File: src/rtl/sync_filter_pkg.sv
`default_nettype none
// +--------------------------------------------------------------------+
// | sync_filter_pkg : shared state encodings and event-type constants  |
// | Revision: 1.0                                                      |
// +--------------------------------------------------------------------+
package sync_filter_pkg;

  typedef enum logic [1:0] {
    IDLE_LOW  = 2'd0,
    QUAL_HIGH = 2'd1,
    IDLE_HIGH = 2'd2,
    QUAL_LOW  = 2'd3
  } state_t;

  localparam logic EVT_RISE = 1'b1;
  localparam logic EVT_FALL = 1'b0;
  localparam int   STAB_W   = 8;

endpackage : sync_filter_pkg
`default_nettype wire

File: src/rtl/sat_counter.sv
`default_nettype none
// +--------------------------------------------------------------------+
// | sat_counter : up-counter that holds at all-ones; clr wins over inc |
// | Revision: 1.0                                                      |
// +--------------------------------------------------------------------+
module sat_counter #(
  parameter int W = 16
) (
  input  logic         clock,
  input  logic         reset_n,
  input  logic         inc,
  input  logic         clr,
  output logic [W-1:0] count
);

  logic [W-1:0] r_count;

  always_ff @(posedge clock) begin
    if (!reset_n) begin
      r_count <= '0;
    end else if (clr) begin
      r_count <= '0;
    end else if (inc && (r_count != {W{1'b1}})) begin
      r_count <= r_count + W'(1);
    end
  end

  assign count = r_count;

endmodule : sat_counter
`default_nettype wire

File: src/rtl/sync_event_filter.sv
`default_nettype none
// +--------------------------------------------------------------------+
// | sync_event_filter : debounces a synchronised level, emits edge     |
// | strobes, a valid/ready edge event and a saturating edge count.     |
// | Revision: 1.0                                                      |
// +--------------------------------------------------------------------+
module sync_event_filter
  import sync_filter_pkg::*;
#(
  parameter int STABLE_CYCLES = 4,
  parameter int CNT_W         = 16
) (
  input  logic             clock,
  input  logic             reset_n,
  input  logic             data_in,
  input  logic             clear,
  output logic             level_filt,
  output logic             rise_pulse,
  output logic             fall_pulse,
  output logic             event_valid,
  output logic             event_type,
  input  logic             event_ready,
  output logic [CNT_W-1:0] event_count,
  output logic             overrun
);

  localparam logic [STAB_W-1:0] C_STABLE = STAB_W'(STABLE_CYCLES);

  state_t            r_state;
  state_t            w_state_nxt;
  logic [STAB_W-1:0] r_stab_cnt;
  logic [STAB_W-1:0] w_stab_nxt;
  logic [STAB_W-1:0] w_stab_inc;
  logic              r_level;
  logic              r_rise;
  logic              r_fall;
  logic              r_evt_valid;
  logic              r_evt_type;
  logic              r_overrun;
  logic              w_accept;
  logic              w_dir;
  logic              w_handshake;
  logic              w_drop;

  assign w_stab_inc = r_stab_cnt + STAB_W'(1);

  always_ff @(posedge clock) begin
    if (!reset_n) begin
      r_state    <= IDLE_LOW;
      r_stab_cnt <= '0;
    end else begin
      r_state    <= w_state_nxt;
      r_stab_cnt <= w_stab_nxt;
    end
  end

  always_comb begin
    w_state_nxt = r_state;
    w_stab_nxt  = r_stab_cnt;
    w_accept    = 1'b0;
    w_dir       = EVT_RISE;
    case (r_state)
      IDLE_LOW: begin
        if (data_in) begin
          w_state_nxt = QUAL_HIGH;
          w_stab_nxt  = STAB_W'(1);
        end
      end
      QUAL_HIGH: begin
        if (!data_in) begin
          w_state_nxt = IDLE_LOW;
          w_stab_nxt  = '0;
        end else if (w_stab_inc == C_STABLE) begin
          w_state_nxt = IDLE_HIGH;
          w_stab_nxt  = '0;
          w_accept    = 1'b1;
          w_dir       = EVT_RISE;
        end else begin
          w_stab_nxt  = w_stab_inc;
        end
      end
      IDLE_HIGH: begin
        if (!data_in) begin
          w_state_nxt = QUAL_LOW;
          w_stab_nxt  = STAB_W'(1);
        end
      end
      QUAL_LOW: begin
        if (data_in) begin
          w_state_nxt = IDLE_HIGH;
          w_stab_nxt  = '0;
        end else if (w_stab_inc == C_STABLE) begin
          w_state_nxt = IDLE_LOW;
          w_stab_nxt  = '0;
          w_accept    = 1'b1;
          w_dir       = EVT_FALL;
        end else begin
          w_stab_nxt  = w_stab_inc;
        end
      end
      default: begin
        w_state_nxt = IDLE_LOW;
        w_stab_nxt  = '0;
      end
    endcase
  end

  // A completing handshake frees the slot in the same cycle, so a new edge can load.
  assign w_handshake = r_evt_valid && event_ready;
  assign w_drop      = w_accept && r_evt_valid && !event_ready;

  always_ff @(posedge clock) begin
    if (!reset_n) begin
      r_level     <= 1'b0;
      r_rise      <= 1'b0;
      r_fall      <= 1'b0;
      r_evt_valid <= 1'b0;
      r_evt_type  <= 1'b0;
    end else begin
      r_rise <= w_accept && (w_dir == EVT_RISE);
      r_fall <= w_accept && (w_dir == EVT_FALL);
      if (w_accept) begin
        r_level <= w_dir;
      end
      if (w_accept && (!r_evt_valid || event_ready)) begin
        r_evt_valid <= 1'b1;
        r_evt_type  <= w_dir;
      end else if (w_handshake) begin
        r_evt_valid <= 1'b0;
      end
    end
  end

  always_ff @(posedge clock) begin
    if (!reset_n) begin
      r_overrun <= 1'b0;
    end else if (clear) begin
      r_overrun <= 1'b0;
    end else if (w_drop) begin
      r_overrun <= 1'b1;
    end
  end

  sat_counter #(
    .W (CNT_W)
  ) u_sat_counter (
    .clock   (clock),
    .reset_n (reset_n),
    .inc     (w_accept),
    .clr     (clear),
    .count   (event_count)
  );

  assign level_filt  = r_level;
  assign rise_pulse  = r_rise;
  assign fall_pulse  = r_fall;
  assign event_valid = r_evt_valid;
  assign event_type  = r_evt_type;
  assign overrun     = r_overrun;

endmodule : sync_event_filter
`default_nettype wire

File: config.mk
export PLATFORM = sky130hd
export DESIGN_NAME = sync_event_filter
export DESIGN_NICKNAME = d
export VERILOG_FILES = /design/src/rtl/sync_filter_pkg.sv /design/src/rtl/sat_counter.sv /design/src/rtl/sync_event_filter.sv
export SDC_FILE = /design/constraint.sdc
export NUM_CORES = 1
export LEC_CHECK = 0
export BUFFER_PORTS_ARGS = -buffer_cell sky130_fd_sc_hd__buf_2
export CORE_MARGIN = 2
export CORE_UTILIZATION = 40
export DETAILED_ROUTE_END_ITERATION = 8
export GPL_TIMING_DRIVEN = 0
export HOLD_SLACK_MARGIN = 0.05
export RECOVER_POWER = 25
export SYNTH_ARGS = -nofsm -noshare
export SYNTH_HDL_FRONTEND = slang
export SYNTH_HIERARCHICAL = 1
export SYNTH_SLANG_ARGS = --single-unit
File: constraint.sdc
create_clock -name clock -period 3.3 [get_ports clock]
set_input_delay 0.495 -clock clock [delete_from_list [all_inputs] [get_ports clock]]
set_output_delay 0.495 -clock clock [all_outputs]
set_load 0.1 [all_outputs]
# ---- Yosys cells after proc, flatten, opt, wreduce, memory -nomap -nowiden
# Index checks and enable logic that the tools add are counted.
dict set report word_totals {
  register_bits 32
  inputBits 5
  word_cells 59
}
dict set report classes {
  addsub 2
  n_eq_ne 9
  mux 22
  n_bitwise 2
  reduce_logical 15
}
# operator n
set op_table {}
lappend op_table {{$mux W8} 5}
lappend op_table {{$pmux W8 S4} 1}
lappend op_table {{$add A16 B1 Y16 const B} 1}
lappend op_table {{$ne A16 B16 Y1 const B} 1}
lappend op_table {{$mux W2} 6}
lappend op_table {{$add A8 B1 Y8 const B} 1}
lappend op_table {{$eq A8 B3 Y1 const B} 1}
lappend op_table {{$mux W1} 8}
lappend op_table {{$pmux W2 S4} 1}
lappend op_table {{$logic_and A1 B1 Y1} 7}
lappend op_table {{$ne A3 B3 Y1 const B} 2}
lappend op_table {{$eq A2 B2 Y1 const B} 2}
lappend op_table {{$ne A2 B2 Y1 const B} 2}
lappend op_table {{$reduce_and A4 Y1} 1}
lappend op_table {{$eq A2 B1 Y1 const B} 1}
lappend op_table {{$logic_not A1 Y1} 2}
lappend op_table {{$logic_not A2 Y1} 1}
lappend op_table {{$not A1 Y1} 2}
lappend op_table {{$pmux W1 S2} 1}
lappend op_table {{$reduce_and A2 Y1} 1}
lappend op_table {{$reduce_bool A2 Y1} 1}
lappend op_table {{$reduce_or A2 Y1} 1}
lappend op_table {{$logic_or A1 B1 Y1} 1}

# ---- Depth between registers and ports, before layout
dict set report logic_depth {
  ltp_word 7
  mapped_depth 12
}

# ---- Modules after synthesis
# The synthesis kept the hierarchy.
# module instances cells_each area_per_inst_um2 seq_area_each_um2
set by_module_without_submodules {}
lappend by_module_without_submodules {sync_event_filter 1 112 1004.7 320.3}
lappend by_module_without_submodules {sat_counter 1 91 864.6 320.3}

# ---- Least setup slack after synthesis
# Ideal clock, no wire load.
dict set report synth_timing {
  path_type {reg-to-reg}
  from {register r_stab_cnt[0]}
  to {register u_sat_counter.r_count[13], in the netlist u_sat_counter/count[13]}
  setup_time_ps 71
  arrival_time_ps 2626
  t_required_ps 3229
  slack_ps 603
  stages_incl_launch_ff 13
  cell_sequence {dfxtp_1 > ha_1 > and3_1 > buf_6 > a311oi_1 > o211a_1 > buf_6 > nand3_1 > inv_1 > and4_2 > nand3_4 > or4_1 > a21oi_1}
}
dict set report synth_via {
  elab_chain_len 6
}
# element line_no
set synth_rtl {}
lappend synth_rtl {{from (decl)} sync_event_filter.sv:31} ;# logic [STAB_W-1:0] r_stab_cnt;
lappend synth_rtl {{from (signal assigned)} sync_event_filter.sv:53} ;# r_stab_cnt <= w_stab_nxt;
lappend synth_rtl {{$add A8 B1 Y8 *} sync_event_filter.sv:45} ;# assign w_stab_inc = r_stab_cnt + STAB_W'(1);
lappend synth_rtl {{$eq A8 B3 Y1 *} {sync_event_filter.sv:73, sync_event_filter.sv:92}}
lappend synth_rtl {{$mux W1 *} {sync_event_filter.sv:73, sync_event_filter.sv:92}}
lappend synth_rtl {{$mux W1, on equally long branches} {sync_event_filter.sv:89, sync_event_filter.sv:70}}
lappend synth_rtl {{$pmux W1 S2 *} sync_event_filter.sv:62} ;# case (r_state)
lappend synth_rtl {{named net w_accept} sync_event_filter.sv:40} ;# logic w_accept;
lappend synth_rtl {{$logic_and A1 B1 Y1 *} sat_counter.sv:23} ;# end else if (inc && (r_count != {W{1'b1}})) begin
lappend synth_rtl {{to (signal assigned)} sat_counter.sv:24} ;# r_count <= r_count + W'(1);
lappend synth_rtl {{to (decl)} sat_counter.sv:16} ;# logic [W-1:0] r_count;
# Mark *: on every way through the listed nets, which the timed path passes. The rest lies on a longest branch.
# A chain may end at the register's enable or synchronous reset.

# ---- Final worst setup path
dict set report layout_timing {
  from {register r_stab_cnt[0]}
  to {register u_sat_counter.r_count[9], in the netlist u_sat_counter/count[9]}
}
# The elaborated chain is that of the path after synthesis.

==> reports/summary.md <==
Counting the fill cells in the layout gives 439. The number of gates resized after CTS was 0. The distinct cell type count after synthesis came out at 61. The most used flip-flop cell after synthesis is sky130_fd_sc_hd__dfxtp_1. Once the clock tree was built, the setup fixing pass inserted 0 buffers. STA classifies the critical path startpoint as a flop. The first global-routing pass estimated 7.02 mm of wire.

The hold violation total from the final report was 0. The number of antenna violations at the first check in global routing is 0. The internal portion of the total power is 0.546 mW. The worst register-to-register path begins at r_stab_cnt[0]. After synthesis, flip-flops and latches occupy 34.3% of the total area.

The number of cells traversed by the worst register-to-register path came out at 12. Setup repair after global routing left no endpoint under its margin. In this run, the clock network consumes 39.3% of the power. The library cell used most frequently in the layout, excluding fill and tap cells, is sky130_fd_sc_hd__dfxtp_1.

The final instance count without filler cells is 288. Each instance of the synthesized netlist takes up on average 9.21 µm². The run gives 17.0% as the aggregate global-route resource usage.

Summed over all layers, the global routing overflow is 0. At the worst endpoint, the required time is 3510 ps. Number of instances in the synthesized netlist: 203. The worst hold-check path type is in2reg. Of the cells placed in the final design, the portion with a size suffix greater than 1 is 21.6%.

In the final routed layout, each cell accounts on average for 14.3 µm. Across all register-to-register paths, the minimum setup slack is 270 ps. The worst-case IR drop observed on VDD is 278 µV. The logs give 0 for the count of antenna-violating nets left after detailed routing and 280 ps for the worst-skew pair later-pin latency. The transition time of the tightest slew-check pin was 1170 ps; the width of the die was 72.4 µm. During synthesis, Yosys emitted a total of 6 warnings. After synthesis, the share of flip-flops with an asynchronous set or reset is 0%. The number of nets in the finished design is 244, and the number of clock buffers inserted by TritonCTS is 5. The fraction of power spent switching nets is 24.8%, and the core outline area is 0.00441 mm². The floorplan has 24 rows.

The worst setup path is captured at a flop. The logs give 4.13 mm for the overall routed net length and 22.6% for the worst slew margin relative to its limit. Derived from the worst setup path, the maximum achievable clock frequency is 330 MHz. The count of buffers added on input and output ports is 26. In the layout the commonest cells are sky130_fd_sc_hd__dfxtp_1 (32), sky130_fd_sc_hd__nor2_1 (23), sky130_fd_sc_hd__buf_2 (19), sky130_fd_sc_hd__a21oi_1 (15). The analysis attributes to cell leakage a power of 0.842 nW.

Along the worst path, the maximum fanout reaches 11. After clock tree synthesis, the clock-pin slew on the worst setup and hold paths is 70 ps. The run gives 0 as the number of maximum-capacitance violations.

The number of iterations in the first detailed-routing pass is 4, and the post-detailed-placement cell area is 0.00206 mm². After detailed routing, the number of remaining DRC violations is 0. The tools report the via count of the first global-routing pass as 1496.

The flow ran to the end, and the final reports show no timing, DRC or antenna violations. For this design the ratio of total power to cell area is 340 mW/mm². The ratio of routed vias to standard cells works out to 5.67. Detailed placement finished with a half-perimeter wire length of 2.94 mm.

The area of the mapped netlist was 0.00187 mm²; the total negative slack for setup checks was 0 ps. Detailed routing inserted a total of 1634 vias. The worst reg2reg path endpoint was u_sat_counter/count[9]. The logic gate share of total power was 5.9%.

Critical path launch point: r_stab_cnt[0]. For the worst setup path, the data arrival time is 3240 ps. Net switching power: 0.180 mW. The number of flops mapped to enable cells by yosys is 0. The cell sitting at the root of the clock tree is a sky130_fd_sc_hd__clkbuf_8.

The share of total power dissipated in sequential elements is 54.8%. CTS saw 32 sinks. Routability-driven placement finished with a final weighted congestion of 0.760. For the final non-filler cell area, the log shows 0.00213 mm². The destination of the critical timing path was u_sat_counter/count[9]. For the cell count after placement, the log shows 281. The initial cell density of the core came out at 42.3%. Across the routed clock network, the largest skew measured is 3.76 ps. Setup violations remaining at the end of the flow were counted as 0. TritonCTS built the clock tree. Entering global routing, the biggest net connects 12 pins. The relative area change from synthesis to final layout was 14.1%. The number of slew-limit violations in the final report is 0, and the utilization of the core after routing is 48.3%. 0 antenna diodes ended up in the layout.

The floorplan step defined a die boundary enclosing 0.00524 mm². The minimum clock period is 3030 ps. Of the available clock period, the critical path in the final layout requires 91.8%.

For this design the top-level I/O count stands at 27. The setup path with the least slack is of type reg2reg. In this run, the number of DRC markers left after iteration 0 of detailed routing was 73. Synthesis inferred 32 register bits. The run gives 2 as the maximum level of the CTS H-tree. The number of nets handed over by synthesis was 211. No sink is reached through more buffers than the 2 on the longest clock path. In this run, post-CTS hold repair placed 0 buffers. The die boundary height is 72.4 µm.
[per-stage QoR]
| step | setup slack (ps) | total power [mW] | hold WS (ps) |
|---|---|---|---|
| 6_report | 270 | 0.726 | 407 |
| 5_1_grt | 53.6 | 0.755 | 410 |
| 4_1_cts | 299 | 0.734 | 407 |
| 3_5_place_dp | 314 | 0.449 | 538 |
| 3_3_place_gp | 338 | 0.449 | 516 |
| 2_1_floorplan | 603 | 0.435 | 489 |
[power by group through the flow]
stage / logic, mW / registers (mW) / clock network (mW)
6_report: 0.0429 / 0.397 / 0.285
5_1_grt: 0.0475 / 0.398 / 0.310
4_1_cts: 0.0436 / 0.397 / 0.293
3_5_place_dp: 0.0434 / 0.406 / 0
3_3_place_gp: 0.0433 / 0.406 / 0
2_1_floorplan: 0.0226 / 0.412 / 0
[layer usage]
metal  GRT usage (%)  wire length [µm]  vias up
li1                -                 -      829
met1            24.8              2160      752
met2            24.4              1710       47
met3            3.33               187        6
met4            6.92                68        0
met5               0                 0        -
[state kept, by name, indices dropped and copies added, names as in the netlist, named ones only]
name	count
overrun	1
u_sat_counter/count	16
rise_pulse	1
r_stab_cnt	8
fall_pulse	1
level_filt	1
event_type	1
r_state	1
event_valid	1
[worst max-delay path, stage by stage (launching register included)]
cell and delay, ps:
sky130_fd_sc_hd__dfxtp_1 540, sky130_fd_sc_hd__ha_1 250, sky130_fd_sc_hd__and3_1 180, sky130_fd_sc_hd__buf_6 130
sky130_fd_sc_hd__nor4b_4 210, sky130_fd_sc_hd__o211a_1 200, sky130_fd_sc_hd__buf_6 140, sky130_fd_sc_hd__nand3_1 110
sky130_fd_sc_hd__inv_1 150, sky130_fd_sc_hd__and4_2 340, sky130_fd_sc_hd__nand3_4 140, sky130_fd_sc_hd__or4_1 430
sky130_fd_sc_hd__a21oi_1 150
[layout make-up]
type / instances / area (µm²) / area share (%)
multi-input combinational: 157 / 1140 / 53.5
timing repair buffer: 26 / 121 / 5.69
clock inverter: 1 / 5.00 / 0.235
tap: 52 / 65.1 / 3.05
inverter: 6 / 22.5 / 1.06
clock buffer: 6 / 72.6 / 3.40
sequential: 32 / 641 / 30.0
buffer: 8 / 65.1 / 3.05
[cells in the mapped netlist (3+ instances only)]
master	n	share of area (%)
sky130_fd_sc_hd__nor4_1	3	1.0
sky130_fd_sc_hd__nand2_1	12	2.4
sky130_fd_sc_hd__xnor2_1	4	1.9
sky130_fd_sc_hd__nor2_1	23	4.6
sky130_fd_sc_hd__and3_1	6	2.0
sky130_fd_sc_hd__nand3_1	8	2.1
sky130_fd_sc_hd__dfxtp_1	32	34
sky130_fd_sc_hd__and2_1	5	1.7
sky130_fd_sc_hd__nand4_1	4	1.3
sky130_fd_sc_hd__o21ai_0	7	1.9
sky130_fd_sc_hd__xor2_1	5	2.3
sky130_fd_sc_hd__a21oi_1	15	4.0
sky130_fd_sc_hd__ha_1	3	2.0
sky130_fd_sc_hd__inv_1	6	1.2
sky130_fd_sc_hd__clkbuf_1	3	0.60
[worst min path at each step]
| stage | end | slack, ps | depth (start not counted) | startpoint |
|---|---|---|---|---|
| final | overrun | 410 | 2 | clear |
| after global placement | u_sat_counter/count[5] | 520 | 2 | u_sat_counter/count[5] |
| after global routing | overrun | 410 | 2 | clear |
| after detailed placement | r_stab_cnt[6] | 540 | 2 | r_stab_cnt[6] |
| after floorplan | r_stab_cnt[6] | 490 | 2 | r_stab_cnt[6] |
| after CTS | overrun | 410 | 2 | clear |
[cell families after synthesis]
family	share of synthesized area, %
flops	34.3
buf+inv	4.75
mux	0.535
fa+ha+maj	2.01
compound gates	23.8
simple gates	30.5
xor+xnor	4.22
(Power assumes the default switching activity.)
